`config.mk`:
```
export PLATFORM = sky130hd
export DESIGN_NAME = tpi_ctrl
export DESIGN_NICKNAME = d
export VERILOG_FILES = /design/src/rtl/tpi_ctrl.sv
export SDC_FILE = /design/constraint.sdc
export NUM_CORES = 1
export LEC_CHECK = 0
export ABC_AREA = 0
export CAP_MARGIN = 30
export CORE_MARGIN = 5
export CORE_UTILIZATION = 43
export CTS_CLUSTER_DIAMETER = 200
export CTS_CLUSTER_SIZE = 8
export DETAILED_ROUTE_END_ITERATION = 7
export PLACE_DENSITY = 0.78
export SLEW_MARGIN = 20
export SYNTH_ARGS = -nofsm -noshare
export SYNTH_HDL_FRONTEND = slang
export SYNTH_SLANG_ARGS = --single-unit
```
`constraint.sdc`:
```
create_clock -name clock -period 2.3 [get_ports clock]
set_input_delay 0.345 -clock clock [delete_from_list [all_inputs] [get_ports clock]]
set_output_delay 0.345 -clock clock [all_outputs]
set_load 0.05 [all_outputs]
```
`src/rtl/tpi_ctrl.sv`:
```
// Bus-side controller for a 6523-style TPI: register decode, port strobes, read-back, IRQ/CA/CB.
// Latency: strobes combinational in the fire cycle; data_out, ILR, irq registered one clock later.
// Backpressure: none; one access per cs rising edge. `TPI_IRQ_PRIORITY_EN enables CR[1] priority AIR reads.
module tpi_ctrl #(
    parameter int PULSE_LEN   = 4,
    parameter int SYNC_STAGES = 2
) (
    input  logic       clock,
    input  logic       reset,
    input  logic       cs,
    input  logic       rw,
    input  logic [2:0] rs,
    input  logic [7:0] data_in,
    output logic [7:0] data_out,
    output logic       we_ddr_a,
    output logic       we_ddr_b,
    output logic       we_ddr_c,
    output logic       we_port_a,
    output logic       we_port_b,
    output logic       we_port_c,
    input  logic [7:0] ddr_a,
    input  logic [7:0] ddr_b,
    input  logic [7:0] ddr_c,
    input  logic [7:0] port_a,
    input  logic [7:0] port_b,
    input  logic [7:0] port_c,
    input  logic [7:0] pins_a,
    input  logic [7:0] pins_b,
    input  logic [7:0] pins_c,
    output logic       mc,
    output logic       irq,
    output logic       ca,
    output logic       cb
);
    localparam logic [2:0] RS_PRA = 3'd0, RS_PRB = 3'd1, RS_PRC = 3'd2, RS_DDRA = 3'd3,
                           RS_DDRB = 3'd4, RS_DDRC = 3'd5, RS_CR = 3'd6, RS_AIR = 3'd7;

    logic       cs_d;
    logic       fire;
    logic       pra_acc;
    logic       prb_acc;
    logic [7:0] cr;
    logic [7:0] cr_wdat;
    logic [4:0] ilr;
    logic [4:0] ilr_nxt;
    logic [4:0] pend;
    logic [4:0] air_val;
    logic [4:0] air_clr;
    logic [4:0] fall;
    logic [4:0] sync_q [SYNC_STAGES];
    logic [4:0] sync_prev;
    logic       hs_low;
    logic [3:0] cnt;
    logic       irq_q;
    logic [7:0] rd_dat;

    always_comb begin
        fire    = cs & ~cs_d & ~reset;
        pra_acc = fire && (rs == RS_PRA);
        prb_acc = fire && (rs == RS_PRB);

        we_port_a = fire & ~rw & (rs == RS_PRA);
        we_port_b = fire & ~rw & (rs == RS_PRB);
        we_port_c = fire & ~rw & (rs == RS_PRC);
        we_ddr_a  = fire & ~rw & (rs == RS_DDRA);
        we_ddr_b  = fire & ~rw & (rs == RS_DDRB);
        we_ddr_c  = fire & ~rw & (rs == RS_DDRC);

        mc      = cr[0];
        cr_wdat = data_in;
`ifndef TPI_IRQ_PRIORITY_EN
        cr_wdat[1] = 1'b0;
`endif

        pend    = ilr & ddr_c[4:0];
        air_val = pend;
`ifdef TPI_IRQ_PRIORITY_EN
        // Later iterations overwrite earlier ones, so the highest pending index wins.
        if (cr[1]) begin
            air_val = '0;
            for (int i = 0; i < 5; i++) begin
                if (pend[i]) air_val = 5'b00001 << i;
            end
        end
`endif
        air_clr = (fire && rw && (rs == RS_AIR)) ? air_val : 5'b0;
        fall    = sync_prev & ~sync_q[SYNC_STAGES-1];
        // A new edge is OR'd in after the clear so a coincident set is never lost.
        ilr_nxt = mc ? ((ilr & ~air_clr) | fall) : 5'b0;

        ca = 1'b1;
        cb = 1'b1;
        if (mc) begin
            ca = cr[5] ? ~(hs_low | pra_acc) : cr[4];
            cb = cr[7] ? (cnt == 4'd0) : cr[6];
        end
        irq = irq_q;

        rd_dat = 8'h00;
        case (rs)
            RS_PRA:  rd_dat = (port_a & ddr_a) | (pins_a & ~ddr_a);
            RS_PRB:  rd_dat = (port_b & ddr_b) | (pins_b & ~ddr_b);
            RS_PRC:  rd_dat = mc ? {cb, ca, ~irq_q, ilr}
                                 : ((port_c & ddr_c) | (pins_c & ~ddr_c));
            RS_DDRA: rd_dat = ddr_a;
            RS_DDRB: rd_dat = ddr_b;
            RS_DDRC: rd_dat = ddr_c;
            RS_CR:   rd_dat = cr;
            RS_AIR:  rd_dat = {3'b000, air_val};
            default: rd_dat = 8'h00;
        endcase
    end

    always_ff @(posedge clock) begin
        if (reset) begin
            cs_d      <= 1'b0;
            cr        <= 8'h00;
            ilr       <= 5'b0;
            irq_q     <= 1'b0;
            data_out  <= 8'h00;
            hs_low    <= 1'b0;
            cnt       <= 4'd0;
            sync_prev <= 5'h1f;
            for (int i = 0; i < SYNC_STAGES; i++) sync_q[i] <= 5'h1f;
        end else begin
            cs_d      <= cs;
            sync_q[0] <= pins_c[4:0];
            for (int i = 1; i < SYNC_STAGES; i++) sync_q[i] <= sync_q[i-1];
            sync_prev <= sync_q[SYNC_STAGES-1];

            if (fire && !rw && (rs == RS_CR)) cr <= cr_wdat;
            if (fire && rw) data_out <= rd_dat;

            ilr   <= ilr_nxt;
            irq_q <= |(ilr_nxt & ddr_c[4:0]);

            // Handshake: a PRA access outranks a simultaneous PC3 falling edge.
            if (!mc || !cr[5])   hs_low <= 1'b0;
            else if (pra_acc)    hs_low <= 1'b1;
            else if (fall[3])    hs_low <= 1'b0;

            if (!mc || !cr[7])   cnt <= 4'd0;
            else if (prb_acc)    cnt <= 4'(PULSE_LEN);
            else if (cnt != 4'd0) cnt <= cnt - 4'd1;
        end
    end
endmodule

```
Word level (Yosys, flattened, before mapping)
Memories as Yosys holds them, arrays and structs flattened. Index checks and enable logic that the tools add are counted.

Flip-flop bits (word level): 32. RAM bits: 10. Bits of input ports: 87. Output and inout port bits: 18. Logic and storage cells: 92. Memories: 1.

Memories: sync_q (depth 2, width 5, read ports 2, clocked after Yosys merged registers in 0, write ports 2, RTL line 50) `logic [4:0] sync_q [SYNC_STAGES];`.

$add $sub $neg: 1. Equality and inequality tests: 7. Muxes and demuxes: 17. Bitwise logic cells: 36. Reduce and logical (&&, ||, !) cells: 21.

Operator list (count): case mux 8 bit (8 select lines) (1); bitwise AND 8 bit (6); NOT 8 bit (3); OR 8 bit (3); bitwise AND 5 bit (4); two-way mux 5 bit (4); equality test 3 bit (second input constant) (4); NOT 5 bit (2); bitwise AND 1 bit (9); two-way mux 1 bit (9); two-way mux 8 bit (1); equality test 3 x 2 -> 1 bit (second input constant) (2); logical AND 1 bit (6); two-way mux 3 bit (2); NOT 1 bit (5); OR 5 bit (1); OR reduction 5 bit (1); zero test 1 bit (4); zero test 4 bit (1); nonzero test 2 bit (2); nonzero test 4 bit (1); OR reduction 2 bit (2); subtractor 4 x 1 -> 4 bit (second input constant) (1); equality test 3 x 1 -> 1 bit (second input constant) (1); 4 further kinds (7).

Longest topological paths before layout
Depth after elaboration: 12. Depth in mapped cells: 7. Gate-level depth less buffers: 7.

Least setup slack after synthesis
Ideal clock, no wire load.

Path kind: input to output. Start: input port rs[0]. End: output port we_ddr_c. Data arrival time: 1.965 ns. Data required time: 1.955 ns. Setup slack: -0.010 ns. Stages on the path: 3. Buffers on the path: 2. Cell sequence: buf_2 -> buf_1 -> nor3b_1.

Cells in the longest elaborated chain, start to end: 2.

Ends and longest elaborated chain: start: declaration (RTL line 12) `input logic [2:0] rs,`; equality test 3 bit (RTL line 67) `we_ddr_c = fire & ~rw & (rs == RS_DDRC);`; bitwise AND 1 bit (RTL line 67); end: declaration (RTL line 17) `output logic we_ddr_c,`.

No other way between the ends.

Worst setup path in the final report
Start: input port rs[0]. End: output port ca.

Cells in the longest elaborated chain, start to end: 6.

Ends and longest elaborated chain: zero test 3 bit (RTL line 59) `pra_acc = fire && (rs == RS_PRA);`; logical AND 1 bit (RTL line 59); OR 1 bit (RTL line 94) `ca = cr[5] ? ~(hs_low | pra_acc) : cr[4];`; NOT 1 bit (RTL line 94); two-way mux 1 bit (RTL line 94); two-way mux 1 bit (RTL line 93) `if (mc) begin`; end: declaration (RTL line 32) `output logic ca,`.

No other way between the ends.

==> impl_summary.log <==
INFO  metric initial_core_util = 44.4%
INFO  metric routabilityCongestion = 0.885
INFO  metric setup_violations = 0
INFO  metric pwr-share-seq = 42.8%
INFO  metric critical_path.startpoint_type = primary input
INFO  metric synth_top_area_cell = dfxtp_1
INFO  metric drive_above_1_share = 16.9%
INFO  metric synth.avg_cell_area = ~8.7 sq um
INFO  metric num_rows = 27
INFO  metric intPower = about 1.3 mW
INFO  metric gr-usage-all-layers = 20.8%
INFO  metric synth.most_common_cell = dfxtp_1
INFO  metric drv.max_cap_violation_count = 0
INFO  metric num-nets-final = 484
INFO  metric power_density = 460 nW/um^2
INFO  metric fin_cells = 469
INFO  metric crit_required = 1.96 ns
INFO  metric cts_inserted_buffers = 5
INFO  metric p_switching = 0.452 mW
INFO  metric die-width = 85.6 microns
INFO  metric core_region_area = about 5500 sq um
INFO  metric timing.rr.end = data_out[7]$_SDFFE_PP0N_
INFO  metric reg2reg_from = cnt[0]$_SDFFE_PP0P_
INFO  metric hold_fix_buffer_count_after_cts = 0
INFO  metric clk-insertion-delay-late = 0.30 ns
INFO  metric synth_fp_nets = around 370
INFO  metric yosys_warnings = 0
INFO  metric power.static_leakage = 1.50 nW
INFO  metric finalCoreUtilization = between 60% and 70%
INFO  metric power.share.switching = 25.6%
INFO  metric holdCritPathClass = flip-flop to flip-flop
INFO  metric slew_viol_final = 0
INFO  metric synth.area.top_cells = dfxtp_1 (34%), mux2i_1 (9.8%), or2_2 (4.3%)
INFO  metric fin_crit = between 2 and 2.5 ns
INFO  metric place_hpwl = 6400 microns
INFO  metric final-hold-violation-count = 0
INFO  metric synth_enable_flop_cells = 0
INFO  metric design_area = 3840 sq um
INFO  metric pwr-share-clk = roughly a third
INFO  metric r2r_slack = ~0.4 ns
INFO  metric tritoncts = built
INFO  metric total_instance_count_after_detailed_placement = 460
INFO  metric syn-instance-count = 283
INFO  metric placement.io_buffers = 103
INFO  metric combPwrFrac = 24.0%
INFO  metric floorplan.die_area = 7330 sq um
INFO  metric synth_largest_type_area_fraction = 34.2%
INFO  metric drc_errors_left = 0
INFO  metric area_of_the_mapped_netlist = between 2000 and 2500 sq um
INFO  metric relSlewSlack = 65.8%
INFO  metric post-route-period-util = 95.0%
INFO  metric run_status = completed
INFO  metric cts.reportedPaths.clkPinSlew = ~0.08 ns
INFO  metric worst_ep_arrival_time = roughly 1.8 ns
INFO  metric worstRegToRegCells = 7
INFO  metric post_synth_most_frequent_cells = dfxtp_1 (42), mux2i_1 (24), nand2_1 (19)
INFO  metric worst_setup_path_endpoint = ca
INFO  metric yosysUniqueCellTypes = 56
INFO  metric timing.fmax = 458 MHz
INFO  metric detailedRoute.firstPassIterationCount = 4
INFO  metric antenna_found_initial = 0
INFO  metric grt_pass1_vias = approximately 2600
INFO  metric synthArstFlopShare = 0%
INFO  metric peakVddDrop = about 0.00044 V
INFO  metric num_vias = 2632
INFO  metric antenna_violating_nets_post_route = 0
INFO  metric grt_overflow = 0
INFO  metric route.detailed.wl_per_inst = 16.7 microns
INFO  metric criticalPathCategory = primary input to primary output
INFO  metric placement.cell_area = 3710 sq um
INFO  metric yosysSeqAreaShare = 34.2%
INFO  metric synthToLayoutAreaGrowth = 56.1%
INFO  metric design.portCount = 105
INFO  metric beginning_of_the_critical_path = rs[0]
INFO  metric total_wirelength_of_the_detailed_routed_design = 7830 microns
INFO  metric antennaDiodeCount = 0
INFO  metric detail_route.iter0.violations = 225
INFO  metric synthFlopType = dfxtp_1
INFO  metric setup.worst_path.end_class = primary output
INFO  metric synth_seq_cells = 42
INFO  metric worst_max_slew_pin_slew = 0.511 ns
INFO  metric route.detailed.vias_per_inst = 5.61
INFO  metric worst_hold_slack = approximately 0.42 ns
INFO  metric clock_tree.root_cell = clkbuf_8
INFO  metric rsz0062_at_grt = no
INFO  metric dieHeight = 85.6 microns
INFO  metric setup_tns = 0 ns
INFO  metric path_max_fanout = 9
INFO  metric clk_path_buf_depth = 2
INFO  metric clock_skew = 0.0113 ns
INFO  metric cts_htree_levels = 2
INFO  metric tritoncts_num_sinks = 42
INFO  metric largest_net_degree_at_the_start_of_global_routing = 29
INFO  metric grt_pass1_wl = 12300 microns
[state kept, by name, summed over array words and instances (netlist names), 4 cells and up]
signal and cells:
ilr 5, data_out 8, sync_prev 5, sync_q 10, cr 7, cnt 4
[worst min-delay path by stage]
stage,to,cells past startpoint,startpoint
2_1_floorplan,sync_q[0][5]$_SDFF_PP1_,1,sync_q[0][0]$_SDFF_PP1_
4_1_cts,sync_q[0][7]$_SDFF_PP1_,1,sync_q[0][2]$_SDFF_PP1_
6_report,sync_q[0][5]$_SDFF_PP1_,1,sync_q[0][0]$_SDFF_PP1_
5_1_grt,sync_q[0][6]$_SDFF_PP1_,1,sync_q[0][1]$_SDFF_PP1_
3_3_place_gp,sync_q[0][6]$_SDFF_PP1_,1,sync_q[0][1]$_SDFF_PP1_
3_5_place_dp,sync_q[0][7]$_SDFF_PP1_,1,sync_q[0][2]$_SDFF_PP1_
[power by group through the flow]
stage | clock (mW) | sequential [mW] | combinational (mW)
after floorplan | 0 | 0.799 | 0.155
after global placement | 0 | 0.773 | 0.413
after detailed placement | 0 | 0.773 | 0.420
after CTS | 0.592 | 0.756 | 0.422
after global routing | 0.623 | 0.759 | 0.451
final | 0.586 | 0.756 | 0.424
[kinds of logic after synthesis]
group	share of synthesized area, %
adders and majority gates	0.509
muxes	12.5
DFF	34.2
xor gates and xnor gates	0.356
AOI/OAI and AO/OA	22.6
and+or+nand+nor	23.9
buffers and inverters	5.95
[layout by cell type (no fill, tap or decap), drive strengths merged, types with 4 or more instances in the layout]
master         Yosys  final
buf               12     29
clkdlybuf4s50      0     94
or2               17     17
clkbuf             5      6
nor2              16     16
nor2b              8      8
o22ai              6      6
o211ai             5      5
nand3              7      7
nand2b            13     13
nand2             19     19
a211oi             5      5
a222oi             4      4
nor3               5      5
inv               11     11
mux2               6      6
o21ai             17     17
mux2i             24     24
a21oi             17     17
nor4b              4      4
dfxtp             42     42
[worst max-delay path: stages]
cell	delay, ns
clkdlybuf4s50_1	0.68
buf_4	0.23
nor2_1	0.05
nand2_1	0.10
nand3b_1	0.12
nand3_1	0.11
buf_4	0.20
[timing repair]
item                                    in CTS  in global routing
resized for setup                            0                  1
endpoints found under the setup margin       0                  2
setup buffers                                0                  1
[per-stage QoR]
stage	setup WS (ns)	power, mW
floorplan	0.164	0.955
CTS	0.0635	1.77
finish	0.114	1.77
global route	0.0340	1.83
global placement	0.0878	1.19
detailed placement	0.0632	1.19
[layer usage]
layer  part of all wire [%]  global-route usage [%]  vias to the layer above  wire [microns]
met1                     38                    24.2                     1234            3000
met5                      0                       0                        -               0
met4                    1.0                    5.18                        0              80
li1                       -                       -                     1267               -
met2                     51                    37.7                      122            3980
met3                    9.7                    5.67                        9             763
[final cells by class]
cell class              count  area (sq um)
fillers                   468          1700
clock inverters             2          37.5
multi-input cells         213          1490
inverters                  11          41.3
clock buffers               6          72.6
repair buffers            123          1270
flip-flops and latches     42           841
well taps                  72          90.1
Note: power is estimated with default switching activity, not from simulation.
